### config.mk
export PLATFORM = sky130hd
export DESIGN_NAME = mem_arbiter_2x1
export DESIGN_NICKNAME = d
export VERILOG_FILES = /design/src/rtl/mem_arb_pkg.sv /design/src/rtl/mem_arb_route_fifo.sv /design/src/rtl/mem_arbiter_2x1.sv
export SDC_FILE = /design/constraint.sdc
export NUM_CORES = 1
export LEC_CHECK = 0
export CAP_MARGIN = 15
export CORE_AREA = 2 2 182 184
export DETAILED_ROUTE_END_ITERATION = 6
export DIE_AREA = 0 0 184 186
export GPL_ROUTABILITY_DRIVEN = 1
export HOLD_SLACK_MARGIN = 0.12
export MAX_ROUTING_LAYER = met4
export PLACE_DENSITY = 0.38
export SETUP_SLACK_MARGIN = 0.05
export SYNTH_ARGS = -nofsm -noshare
export SYNTH_HDL_FRONTEND = slang
export SYNTH_SLANG_ARGS = --single-unit
### constraint.sdc
create_clock -name clk -period 3.06 [get_ports clk]
set_input_delay 0.612 -clock clk [delete_from_list [all_inputs] [get_ports clk]]
set_output_delay 0.612 -clock clk [all_outputs]
set_load 0.05 [all_outputs]
### src/rtl/mem_arb_pkg.sv
// Shared types, width helpers and grant selection for the 2:1 memory arbiter.
// Message layout: {op, opaque, addr, len, data}.
package mem_arb_pkg;

    typedef logic t_client_id;

    localparam t_client_id CLIENT_FETCH = 1'b0;
    localparam t_client_id CLIENT_LSU   = 1'b1;

    function automatic int len_width(input int data_bits);
        return $clog2(data_bits / 8);
    endfunction

    function automatic int msg_width(input int opaq_bits, input int addr_bits, input int data_bits);
        return 1 + opaq_bits + addr_bits + len_width(data_bits) + data_bits;
    endfunction

    localparam int LEN_W = len_width(32);
    localparam int REQ_W = msg_width(8, 32, 32);

    // A lone valid client always wins; a tie goes to the other client than last
    // time under round-robin, otherwise to the LSU.
    function automatic t_client_id select_grant(
        input logic       v0,
        input logic       v1,
        input logic       rr_en,
        input t_client_id rr_last
    );
        t_client_id g;
        if (v0 && v1) begin
            g = rr_en ? ~rr_last : CLIENT_LSU;
        end else if (v1) begin
            g = CLIENT_LSU;
        end else begin
            g = CLIENT_FETCH;
        end
        return g;
    endfunction

endpackage

### src/rtl/mem_arb_route_fifo.sv
// In-order FIFO of client IDs, one entry per outstanding memory request.
// Depth must be a power of two so the pointers wrap without extra logic.
module mem_arb_route_fifo
    import mem_arb_pkg::*;
#(
    parameter int p_depth = 4,
    localparam int ptr_w = $clog2(p_depth),
    localparam int cnt_w = ptr_w + 1
) (
    input  logic       clk,
    input  logic       rst,
    input  logic       push,
    input  t_client_id push_id,
    input  logic       pop,
    output t_client_id head,
    output logic       full,
    output logic       empty
);

    t_client_id       slots [p_depth];
    logic [ptr_w-1:0] wr_ptr;
    logic [ptr_w-1:0] rd_ptr;
    logic [cnt_w-1:0] count;
    logic             push_ok;
    logic             pop_ok;

    assign full    = (count == cnt_w'(p_depth));
    assign empty   = (count == '0);
    assign push_ok = push && !full;
    assign pop_ok  = pop && !empty;
    assign head    = slots[rd_ptr];

    always_ff @(posedge clk) begin
        if (rst) begin
            wr_ptr <= '0;
            rd_ptr <= '0;
            count  <= '0;
        end else begin
            if (push_ok) wr_ptr <= wr_ptr + ptr_w'(1);
            if (pop_ok)  rd_ptr <= rd_ptr + ptr_w'(1);
            case ({push_ok, pop_ok})
                2'b10:   count <= count + cnt_w'(1);
                2'b01:   count <= count - cnt_w'(1);
                default: count <= count;
            endcase
        end
    end

    // Slot contents are only meaningful between push and pop, so they skip reset.
    always_ff @(posedge clk) begin
        if (push_ok) slots[wr_ptr] <= push_id;
    end

endmodule

### src/rtl/mem_arbiter_2x1.sv
// Two-client (fetch, LSU) arbiter onto one in-order memory port, responses
// steered back by a route FIFO. Define MEM_ARB_ROUND_ROBIN_EN for round-robin ties.
module mem_arbiter_2x1
    import mem_arb_pkg::*;
#(
    parameter int p_addr_bits     = 32,
    parameter int p_data_bits     = 32,
    parameter int p_opaq_bits     = 8,
    parameter int p_max_in_flight = 4,
    localparam int msg_w = msg_width(p_opaq_bits, p_addr_bits, p_data_bits)
) (
    input  logic             clk,
    input  logic             rst,

    input  logic             req0_val,
    output logic             req0_rdy,
    input  logic [msg_w-1:0] req0_msg,
    output logic             resp0_val,
    input  logic             resp0_rdy,
    output logic [msg_w-1:0] resp0_msg,

    input  logic             req1_val,
    output logic             req1_rdy,
    input  logic [msg_w-1:0] req1_msg,
    output logic             resp1_val,
    input  logic             resp1_rdy,
    output logic [msg_w-1:0] resp1_msg,

    output logic             mem_req_val,
    input  logic             mem_req_rdy,
    output logic [msg_w-1:0] mem_req_msg,
    input  logic             mem_resp_val,
    output logic             mem_resp_rdy,
    input  logic [msg_w-1:0] mem_resp_msg,

    output logic             err
);

    t_client_id grant;
    t_client_id head;
    logic       full;
    logic       empty;
    logic       push;
    logic       pop;

`ifdef MEM_ARB_ROUND_ROBIN_EN
    t_client_id rr_last;

    // Starting at LSU means fetch wins the first tie after reset.
    always_ff @(posedge clk) begin
        if (rst) begin
            rr_last <= CLIENT_LSU;
        end else if (push) begin
            rr_last <= grant;
        end
    end

    assign grant = select_grant(req0_val, req1_val, 1'b1, rr_last);
`else
    assign grant = select_grant(req0_val, req1_val, 1'b0, CLIENT_LSU);
`endif

    // Request path: purely combinational, no added latency.
    assign mem_req_val = (req0_val || req1_val) && !full;
    assign mem_req_msg = (grant == CLIENT_LSU) ? req1_msg : req0_msg;
    assign req0_rdy    = mem_req_val && mem_req_rdy && (grant == CLIENT_FETCH);
    assign req1_rdy    = mem_req_val && mem_req_rdy && (grant == CLIENT_LSU);
    assign push        = mem_req_val && mem_req_rdy;

    // Response path: the FIFO head owns the memory response; with nothing
    // outstanding, stray responses are swallowed and flagged.
    assign resp0_msg = mem_resp_msg;
    assign resp1_msg = mem_resp_msg;

    always_comb begin
        resp0_val    = 1'b0;
        resp1_val    = 1'b0;
        mem_resp_rdy = 1'b1;
        if (!empty) begin
            if (head == CLIENT_LSU) begin
                resp1_val    = mem_resp_val;
                mem_resp_rdy = resp1_rdy;
            end else begin
                resp0_val    = mem_resp_val;
                mem_resp_rdy = resp0_rdy;
            end
        end
    end

    assign pop = mem_resp_val && mem_resp_rdy && !empty;

    always_ff @(posedge clk) begin
        if (rst) begin
            err <= 1'b0;
        end else if (empty && mem_resp_val) begin
            err <= 1'b1;
        end
    end

    mem_arb_route_fifo #(
        .p_depth (p_max_in_flight)
    ) u_route_fifo (
        .clk     (clk),
        .rst     (rst),
        .push    (push),
        .push_id (grant),
        .pop     (pop),
        .head    (head),
        .full    (full),
        .empty   (empty)
    );

endmodule

==> metrics.txt <==
Critical Path RT 2.45 ns; critical path class reg -> out; Final Hold Viols 0; fin cells 793; via count 2192; synthesized area per cell 9.00 um^2; detailed-route wire length per cell 12.6 um; I/O pin total 465; Root Buffer clkbuf_16; final critical-path share of the clock period 0.925; Worst Max-Slew Pin Slew 0.518 ns; Routed WL 10000 um; Worst-path clk slew 0.05 ns; Worst slew margin 0.654; setup violators final 0; layout cells sized above 1 0.405; n_diodes 0; initial antenna violation count 0; CP endpoint kind output pin; critical-path cell list mux4_2 > mux2i_2 > nand2_1 > clkdlybuf4s50_1; chip width 184 um; Max stage delay on crit path 0.70 ns; static leakage 1.64 nW; Seq/Total Area, Yosys 0.118; Setup TNS 0 ns; GRT Total Usage 0.0542; status completed; synth warn 0; Nets 625; Core ar. 32200 um^2; DRT Pass-1 Iters 4; Power Density 321 nW/um^2; vias in the first global route 2225; Final Skew 0.00242 ns; CP Data Arrival Time 2.22 ns; asr flop ratio synth 0; startpoint types flip-flop; Slew Viols, Final 0; GRT overflow 0; Hold Path Class reg -> reg; Routed Antenna Nets 0; Post-Syn Nets 540; crit path max-delay cell type clkdlybuf4s50_1; Post-Syn Area 2710 um^2; Area Growth Syn to Fin 62.3%; Post-synth EDFFs 4; Num CTS Buffers 3; FP Rows 66; first-pass GRT wire length 13600 um; Synth Instances 301; post-cts sizing count 0; top_reg_cell synth dfxtp_1; DRC errors left 0; Worst-Skew Late Latency 0.24 ns; Buf+Inv Stages, Crit Path 1; Iter 0 DRT Violations 53; Crit path max-delay family multiplexers; maximum capacitance violations 0; pin count of the biggest net entering global routing 59; die height 186 um; Setup Fix Bufs, Post-CTS 0; H-tree depth 1; f_max 353 MHz; CTS tree done; Initial Util 0.0841; Seq cells post-synth 14; routability cong. 0.631; library cells used by synthesis 28; Port Buffers 239; Peak VDD IR 253 uV; fillers 3670; RSZ-0062 raised after global routing false; Vias per Instance 2.76; cts hold-fix bufs 0; Inst Count DP 789; CTS max path bufs 2; Final Critical Period 2.83 ns; DP HPWL 8620 um; Crit Path Max Fanout 4; CTS Sinks 14; full die area 34200 um^2
==> area by class of cell <==
type | count | area, um^2 | share of cell area
Clock buffer | 3 | 75.1 | 0.0171
Tap cell | 408 | 510 | 0.116
Inverter | 4 | 15.0 | 0.00342
Sequential cell | 14 | 320 | 0.0729
Clock inverter | 1 | 3.75 | 0.000854
Timing Repair Buffer | 241 | 2270 | 0.516
Multi-Input combinational cell | 122 | 1200 | 0.273
==> cells in the mapped netlist, types with 3 or more instances <==
cell type / n / area share
a21oi_1: 4 / 0.0074
mux2_2: 75 / 0.31
clkbuf_1: 8 / 0.011
dfxtp_1: 10 / 0.074
edfxtp_1: 4 / 0.044
buf_4: 150 / 0.42
nor2_1: 10 / 0.014
inv_1: 4 / 0.0055
and2_1: 5 / 0.012
ha_1: 5 / 0.023
buf_2: 3 / 0.0055
==> cell usage in the layout (no fill, tap or decap) <==
cell and count:
and2_1 5, nor2b_1 1, ha_1 5, clkdlybuf4s50_1 169, mux2i_2 1, or3_1 2, o21ai_0 2, edfxtp_1 4
clkinv_1 1, fa_1 1, nor2_1 10, a211oi_2 1, nor3_1 1, xor2_1 1, xnor2_1 2, nand2_1 2
buf_4 69, nand3_1 1, mux2_1 2, mux4_2 1, buf_12 3, and3_2 1, clkbuf_16 3, mux2i_1 2
dfxtp_1 10, a21oi_1 4, inv_1 4, nor2_2 1, mux2_2 75, or3_2 1
==> worst register-to-register path: cells and delay by family, from the launching register on <==
family	cells	cell delay (ns)
AND/OR/NAND/NOR	2	0.40
flip-flops	1	0.36
multiplexers	2	0.83
adder cells (fa/ha/maj)	2	0.63
XOR/XNOR	1	0.14
AO/OA/AOI/OAI	1	0.14
==> metal layers <==
metal	GRT usage	vias to the layer above	wire [um]
met4	0.00768	0	54
li1	-	1009	-
met2	0.0762	220	4410
met1	0.0651	951	4050
met3	0.0362	12	1490
met5	-	-	0
==> kinds of logic after synthesis <==
logic type,share of synthesized area
compound gates,0.0157
xor+xnor,0.00971
simple gates,0.0467
flops,0.118
buf+inv,0.438
fa+ha+maj,0.0305
mux,0.341
==> final timing paths <==
check / from / endpoint / slack, ns / depth (start not counted)
max reg2reg: u_route_fifo.slots[2] / u_route_fifo.count[2] / 0.49 / 8
max: u_route_fifo.slots[2] / mem_resp_rdy / 0.23 / 4
min: err / err / 0.46 / 2
min reg2reg: err / err / 0.46 / 2
==> power breakdown <==
group          switching [mW]  leakage (nW)  internal (mW)  total (mW)
Sequential             0.0224         0.118          0.214       0.236
Combinational           0.505          1.48          0.423       0.928
Clock                  0.0736        0.0385          0.173       0.246
==> metrics by stage <==
stage	hold WS [ns]	power [mW]	utilization	area [um^2]	worst slack (ns)
global route	0.521	1.49	0.136	4400	0.148
finish	0.464	1.41	0.136	4400	0.231
floorplan	0.459	1.30	-	2710	0.417
CTS	0.475	1.43	0.136	4400	0.216
detailed placement	0.462	1.18	0.134	4320	0.315
global placement	0.449	1.18	0.134	4320	0.325
Note: power is estimated with default switching activity, not from simulation.
